File: config.mk
export PLATFORM = sky130hd
export DESIGN_NAME = text_write_sequencer
export DESIGN_NICKNAME = d
export VERILOG_FILES = /design/src/rtl/text_write_sequencer.sv
export SDC_FILE = /design/constraint.sdc
export NUM_CORES = 1
export LEC_CHECK = 0
export ABC_AREA = 0
export BUFFER_PORTS_ARGS = -buffer_cell sky130_fd_sc_hd__buf_2
export CORE_ASPECT_RATIO = 0.75
export CORE_UTILIZATION = 35
export DETAILED_ROUTE_END_ITERATION = 8
export PLACE_DENSITY = 0.56
export RECOVER_POWER = 25
export SLEW_MARGIN = 20
export SYNTH_ARGS = -nofsm -noshare
export SYNTH_HDL_FRONTEND = slang
export SYNTH_SLANG_ARGS = --single-unit
export TNS_END_PERCENT = 1
File: constraint.sdc
create_clock -name clk -period 2.6 [get_ports clk]
set_clock_uncertainty 0.1 [all_clocks]
set_input_delay 0.26 -clock clk [delete_from_list [all_inputs] [get_ports clk]]
set_output_delay 0.26 -clock clk [all_outputs]
set_load 0.1 [all_outputs]
File: src/rtl/text_write_sequencer.sv
// Text-mode write sequencer: buffers host bytes, interprets control codes,
// tracks the cursor/attribute and drives the video memory write port.
module text_write_sequencer #(
  parameter int COLS       = 100,
  parameter int ROWS       = 37,
  parameter int XW         = 7,
  parameter int YW         = 6,
  parameter int FIFO_DEPTH = 4
) (
  input  logic          clk,
  input  logic          reset_n,
  input  logic          in_valid,
  output logic          in_ready,
  input  logic [7:0]    in_byte,
  input  logic          attr_load,
  input  logic [6:0]    attr_value,
  input  logic          hold,
  output logic          write,
  output logic [XW-1:0] xtextwrite,
  output logic [YW-1:0] ytextwrite,
  output logic [14:0]   value,
  output logic [XW-1:0] cursor_x,
  output logic [YW-1:0] cursor_y,
  output logic          busy,
  output logic [1:0]    fsm_state
);

  localparam int AW = $clog2(FIFO_DEPTH);
  localparam int CW = AW + 1;
  localparam logic [XW-1:0] X_LAST = XW'(COLS - 1);
  localparam logic [YW-1:0] Y_LAST = YW'(ROWS - 1);
  localparam logic [CW-1:0] FULL_COUNT = CW'(FIFO_DEPTH);

  typedef enum logic [1:0] {IDLE = 2'd0, EXEC = 2'd1, CLEAR = 2'd2} state_t;

  state_t        state, state_next;
  logic [7:0]    fifo_mem [FIFO_DEPTH];
  logic [AW-1:0] wr_ptr, rd_ptr;
  logic [CW-1:0] count;
  logic          push, pop;
  logic [7:0]    cur_byte;
  logic [6:0]    attr;
  logic [XW-1:0] clr_x, clr_x_next, cx_next, wr_x;
  logic [YW-1:0] clr_y, clr_y_next, cy_next, wr_y;
  logic [7:0]    wr_char;
  logic          do_write;

  // Handshake: a byte transfers on a rising edge where in_valid and in_ready
  // are both high; in_ready depends only on the registered occupancy count.
  assign in_ready  = (count != FULL_COUNT);
  assign push      = in_valid & in_ready;
  assign busy      = (count != '0) || (state != IDLE);
  assign fsm_state = state;

  always_ff @(posedge clk or negedge reset_n) begin
    if (!reset_n) state <= IDLE;
    else          state <= state_next;
  end

  always_comb begin
    state_next = state;
    case (state)
      IDLE:    if (count != '0 && !hold) state_next = EXEC;
      EXEC:    state_next = (cur_byte == 8'h0C) ? CLEAR : IDLE;
      CLEAR:   if (!hold && clr_x == X_LAST && clr_y == Y_LAST) state_next = IDLE;
      default: state_next = IDLE;
    endcase
  end

  always_comb begin
    pop        = 1'b0;
    do_write   = 1'b0;
    wr_x       = cursor_x;
    wr_y       = cursor_y;
    wr_char    = cur_byte;
    cx_next    = cursor_x;
    cy_next    = cursor_y;
    clr_x_next = clr_x;
    clr_y_next = clr_y;
    case (state)
      IDLE: pop = (count != '0) && !hold;
      EXEC: begin
        if (cur_byte >= 8'h20 && cur_byte != 8'h7F) begin
          do_write = 1'b1;
          if (cursor_x == X_LAST) begin
            cx_next = '0;
            cy_next = (cursor_y == Y_LAST) ? '0 : cursor_y + 1'b1;
          end else begin
            cx_next = cursor_x + 1'b1;
          end
        end else begin
          case (cur_byte)
            8'h0D: cx_next = '0;
            8'h0A: cy_next = (cursor_y == Y_LAST) ? '0 : cursor_y + 1'b1;
            8'h08: if (cursor_x != '0) cx_next = cursor_x - 1'b1;
            8'h0C: begin
              clr_x_next = '0;
              clr_y_next = '0;
            end
            default: ;
          endcase
        end
      end
      CLEAR: begin
        if (!hold) begin
          do_write = 1'b1;
          wr_x     = clr_x;
          wr_y     = clr_y;
          wr_char  = 8'h20;
          if (clr_x == X_LAST) begin
            clr_x_next = '0;
            clr_y_next = (clr_y == Y_LAST) ? '0 : clr_y + 1'b1;
            if (clr_y == Y_LAST) begin
              cx_next = '0;
              cy_next = '0;
            end
          end else begin
            clr_x_next = clr_x + 1'b1;
          end
        end
      end
      default: ;
    endcase
  end

  // Byte storage has no reset; occupancy and pointers define its contents.
  always_ff @(posedge clk) begin
    if (push) fifo_mem[wr_ptr] <= in_byte;
  end

  always_ff @(posedge clk or negedge reset_n) begin
    if (!reset_n) begin
      wr_ptr     <= '0;
      rd_ptr     <= '0;
      count      <= '0;
      cur_byte   <= '0;
      attr       <= 7'b0000111;
      cursor_x   <= '0;
      cursor_y   <= '0;
      clr_x      <= '0;
      clr_y      <= '0;
      write      <= 1'b0;
      xtextwrite <= '0;
      ytextwrite <= '0;
      value      <= '0;
    end else begin
      if (push) wr_ptr <= wr_ptr + 1'b1;
      if (pop) begin
        rd_ptr   <= rd_ptr + 1'b1;
        cur_byte <= fifo_mem[rd_ptr];
      end
      count <= count + CW'(push) - CW'(pop);
      if (attr_load) attr <= attr_value;
      cursor_x <= cx_next;
      cursor_y <= cy_next;
      clr_x    <= clr_x_next;
      clr_y    <= clr_y_next;
      write    <= do_write;
      // Address and value hold their last values between strobes.
      if (do_write) begin
        xtextwrite <= wr_x;
        ytextwrite <= wr_y;
        value      <= {attr, wr_char};
      end
    end
  end

endmodule

Word-level counts from Yosys, hierarchy flattened. Memories as Yosys holds them, arrays and structs flattened. A register that Yosys moved wholly into a read port is not among the register bits. Index checks and enable logic that the tools add are counted. Widths: inputs -> output; s select.

Output and inout port bits: 46. Input bits: 20. Memories kept: 1. Register bits after elaboration: 71. Memory bits (writable): 32.

$add $sub $neg: 9. Equal/unequal tests: 23. Reduce and logical (&&, ||, !) cells: 17. Order comparisons: 1. Multiplexer cells: 43. Bitwise gates (word level): 1.

Memories: fifo_mem (words 4, width 8, rd ports 1, clocked after Yosys merged registers in 1, wr ports 1, line 37) `logic [7:0] fifo_mem [FIFO_DEPTH];`.

Operators by type and width (count): $mux 6 (14); $mux 7 (12); $pmux 7 s2 (3); $eq 8x4->1 const B (4); $pmux 6 s2 (2); $mux 8 (2); $add 7x1->7 const B (2); $eq 7x7->1 const B (2); $ne 2x2->1 const B (7); $add 6x1->6 const B (2); $eq 6x6->1 const B (2); $reduce_and 6->1 (2); $ge 8x6->1 const B (1); $ne 8x7->1 const B (1); $reduce_bool 7->1 (1); $sub 7x1->7 const B (1); $mux 2 (3); $ne 3x3->1 const B (2); $pmux 2 s3 (1); $mux 1 (5); $reduce_and 5->1 (1); $add 2x1->2 const B (2); $logic_and 1x1->1 (4); $ne 4x3->1 const B (1); 15 further kinds (17).

Logic depth before layout (Yosys ltp).
Depth after elaboration: 5. Depth in mapped cells: 9. Gate-level depth less buffers: 9.

Least setup slack after synthesis. OpenSTA, ideal clock, no wires.

Path type: register -> register. Start: register state[0], in the netlist fsm_state[0]. End: register count[2]. Required time: 2.377 ns. Stages on the path, launching flop included: 10. Data arrival time: 2.760 ns. Clock period less this slack: 2.982 ns. Path slack: -0.382 ns. Cells stage by stage: dfrtp_1 inv_1 ha_1 and2_1 clkbuf_1 ha_1 inv_1 ha_1 fa_1 xnor2_1.

Longest elaborated chain between the ends: 3.

RTL lines: start: declaration (line 36) `state_t state, state_next;`; start signal: assignment (line 57) `else state <= state_next;`; $logic_not 2->1 (line 80) `case (state)`; $mux 1 (line 80); named net pop (line 40) `logic push, pop;`; $sub 3x1->3 (line 152) `count <= count + CW'(push) - CW'(pop);`; end signal: assignment (line 152); end: declaration (line 39) `logic [CW-1:0] count;`.

The timed path passes the listed nets, and every way through them passes these cells. A chain may end at the register's enable or synchronous reset.

Worst setup path after layout.
Start: register cursor_x[2]. End: register cursor_y[5].

Longest elaborated chain between the ends: 3.

RTL lines: start: declaration (line 22) `output logic [XW-1:0] cursor_x,`; start signal: assignment (line 154) `cursor_x <= cx_next;`; $eq 7x7->1 (line 85) `if (cursor_x == X_LAST) begin`; $ne 3x3->1 (no source line); $reduce_and 6->1 (no source line); end signal: assignment (line 155) `cursor_y <= cy_next;`; end: declaration (line 23) `output logic [YW-1:0] cursor_y,`.

Every way passes these cells.

==> qor.csv <==
metric,value,unit
reg2reg setup slack,0.25,ns
Crit Path Category,reg2reg,
initial antenna violation count,0,
count of hold-fix buffers inserted at cts,1,
Max clock buf depth,2,
Hold WC Path Type,in2reg,
element type at the critical path start,register,
dominant cell type by area after synthesis,dfrtp_1,
Nets,564,
router iterations before antenna repair,4,
Fmax,426,MHz
PostCTS Resize Cnt,0,
share of layout cells above drive strength 1,27.1,%
post-CTS setup buffers,0,
max cap viols,0,
post-layout util,41.9,%
final wirelength,12300,um
average wire per cell in the routed design,16.7,um
Die ar.,0.0161,sq mm
Worst Path Arrival,2.49,ns
DR iter-0 viols,248,
Place WS,0.322,ns
area share of the largest cell type after synthesis,35.0,%
Post-synth EDFFs,32,
core area,0.0152,sq mm
ant diodes,0,
CTS tree,yes,
CTS HTree Levels,3,
Cell Count Post-Placement,719,
Tmin final,2.35,ns
"Avg Cell Area, Syn",12.0,sq um
Post-synth top flop,dfrtp_1,
Setup WS post-layout,0.255,ns
Vias/cell,5.22,
clock tree sinks,111,
first-pass GRT wire length,20000,um
Max transition margin,15.2,%
placed cell area,0.00607,sq mm
register area share after synthesis,54.1,%
final setup violation count,0,
DRC violations left,0,
half-perimeter wire length after placement,9020,um
Synth Net Count,490,
vias in the first global route,3714,
Crit. End Element,register,
die span in x,146,um
hold path cells,2,
vias,3843,
clock buffer count from CTS,9,
ANT nets after route,0,
Synth Cell Area,0.00544,sq mm
Initial Utilization,35.7,%
PortBufs,65,
hold_sp,attr_value[1],
global placement routability congestion,0.829,
remaining global-route overflow,0,
Area contributors post-synth,"dfrtp_1, edfxtp_1, ha_1, mux4_2, mux2_2",
"flops & latches, synth",111,
Worst Max-Slew Pin Slew,1.27,ns
"Data required, critical path",2.74,ns
Final Hold Viols,0,
Final Instance Count excl. Fillers,736,
Reg2Reg Depth,6,
Worst-Skew Late Latency,0.35,ns
outcome,finished clean,
Worst R2R Start,cursor_x[2]$_DFFE_PN0P_,
CP Max Fanout,10,
ys async rst share,71.2,%
total track usage,16.3,%
CTS root buffer,clkbuf_16,
synth warn,0,
r2r endpoint,cursor_y[5]$_DFFE_PN0P_,
Mapped Cells,452,
Boundary Pins,66,
post-synth cell types,66,
crit share post-route,90.2,%
unrepaired setup endpoints after global routing,no,
"Endpoint, Worst Hold",attr[1]$_DFFE_PN1P_,
"Design Area, Final",0.00638,sq mm
standard-cell row count,39,
Layout area overhead,17.2,%
Die Span Y,110,um
Final Max Slew Viols,0,
Clock transition at path regs,0.07,ns
largest net degree at the start of global routing,51,
==> logic make-up (layout without fill, tap and decap cells) <==
| family | after synthesis | in the layout | synth area share [%] |
|---|---|---|---|
| adders and majority gates | 18 | 18 | 4.28 |
| muxes | 44 | 44 | 10.5 |
| DFF | 111 | 111 | 54.1 |
| AOI/OAI and AO/OA | 100 | 100 | 12.8 |
| and+or+nand+nor | 130 | 130 | 13.8 |
| buffers and inverters | 42 | 121 | 3.40 |
| xor gates and xnor gates | 7 | 7 | 1.13 |
==> worst max-delay path by stage <==
stage                     cells after the start                      end                      from  slack (ns)
after CTS                                     6  cursor_y[5]$_DFFE_PN0P_   cursor_x[2]$_DFFE_PN0P_        0.29
after floorplan                               9       count[2]$_DFF_PN0_  fsm_state[0]$_DFFE_PN0P_       -0.07
after global placement                        5  cursor_x[1]$_DFFE_PN0P_   cursor_x[4]$_DFFE_PN0P_        0.35
final                                         6  cursor_y[5]$_DFFE_PN0P_   cursor_x[2]$_DFFE_PN0P_        0.25
after detailed placement                      6  cursor_y[5]$_DFFE_PN0P_   cursor_x[2]$_DFFE_PN0P_        0.32
after global routing                          5     clr_x[3]$_DFFE_PN0P_   cur_byte[6]$_DFFE_PN0P_        0.09
==> cell usage after synthesis, drive strengths merged, types with 3 or more instances <==
master,n
and2,3
o31ai,12
clkbuf,8
nor4b,4
o41ai,3
ha,17
a31o,9
edfxtp,32
inv,23
mux2i,13
nor2,29
nand3,19
nand4,6
a21oi,22
mux4,8
nand4b,3
nor3,3
nand2b,5
o21ai,23
dfrtp,76
and3,9
o211ai,5
mux2,23
nor4,4
nor2b,8
xnor2,5
o21a,5
nand2,26
a31oi,6
dfstp,3
buf,11
or2,4
==> layout make-up <==
class / instances / area [sq um]
inverters: 23 / 86.3
clock inverters: 6 / 76.3
fillers: 1456 / 8850
multi-input cells: 299 / 2320
clock buffers: 10 / 229
flip-flops and latches: 111 / 2950
well taps: 205 / 256
repair buffers: 82 / 458
==> registers in the layout, indices dropped and copies added (netlist names) <==
| name | flops |
|---|---|
| count | 3 |
| cursor_y | 6 |
| fifo_mem | 32 |
| clr_y | 6 |
| write | 1 |
| cursor_x | 7 |
| clr_x | 7 |
| rd_ptr | 2 |
| value | 15 |
| xtextwrite | 7 |
| wr_ptr | 2 |
| attr | 7 |
| fsm_state | 2 |
| ytextwrite | 6 |
| cur_byte | 8 |
==> worst max-delay path, cell delays in order (launching register included) <==
cell     delay [ns]
dfrtp_1        0.45
buf_4          0.20
nor3_2         0.25
nand4_1        0.25
o211a_1        0.36
or2_1          0.34
o41ai_2        0.30
==> per-stage QoR <==
step	hold slack, ns	setup TNS [ns]
2_1_floorplan	-0.136	-0.115
3_3_place_gp	0.244	0
3_5_place_dp	0.253	0
4_1_cts	0.0160	0
5_1_grt	0.0422	0
6_report	0.0544	0
==> per-layer routing <==
metal	up-vias	wire length [um]	track usage [%]	share of wire [%]
li1	1821	-	-	-
met1	1928	6380	23.8	52
met2	86	5330	24.5	43
met3	8	505	3.09	4.1
met4	0	114	4.74	0.93
met5	-	0	0	0
==> placed cells by master, fill, tap and decap left out, types with 9 or more instances in the layout <==
cell,n
inv_1,23
nand2_1,25
nand3_1,19
and3_1,9
mux2_2,15
buf_4,15
nor2_1,29
mux2i_1,13
buf_2,56
o31ai_1,10
a21oi_1,22
clkbuf_1,9
dfrtp_1,72
clkbuf_16,9
edfxtp_1,32
o21ai_0,16
ha_1,17
Power is left out: the tool's default activity adds up to more than one toggle a clock period on the data nets, which glitch-free logic cannot reach.
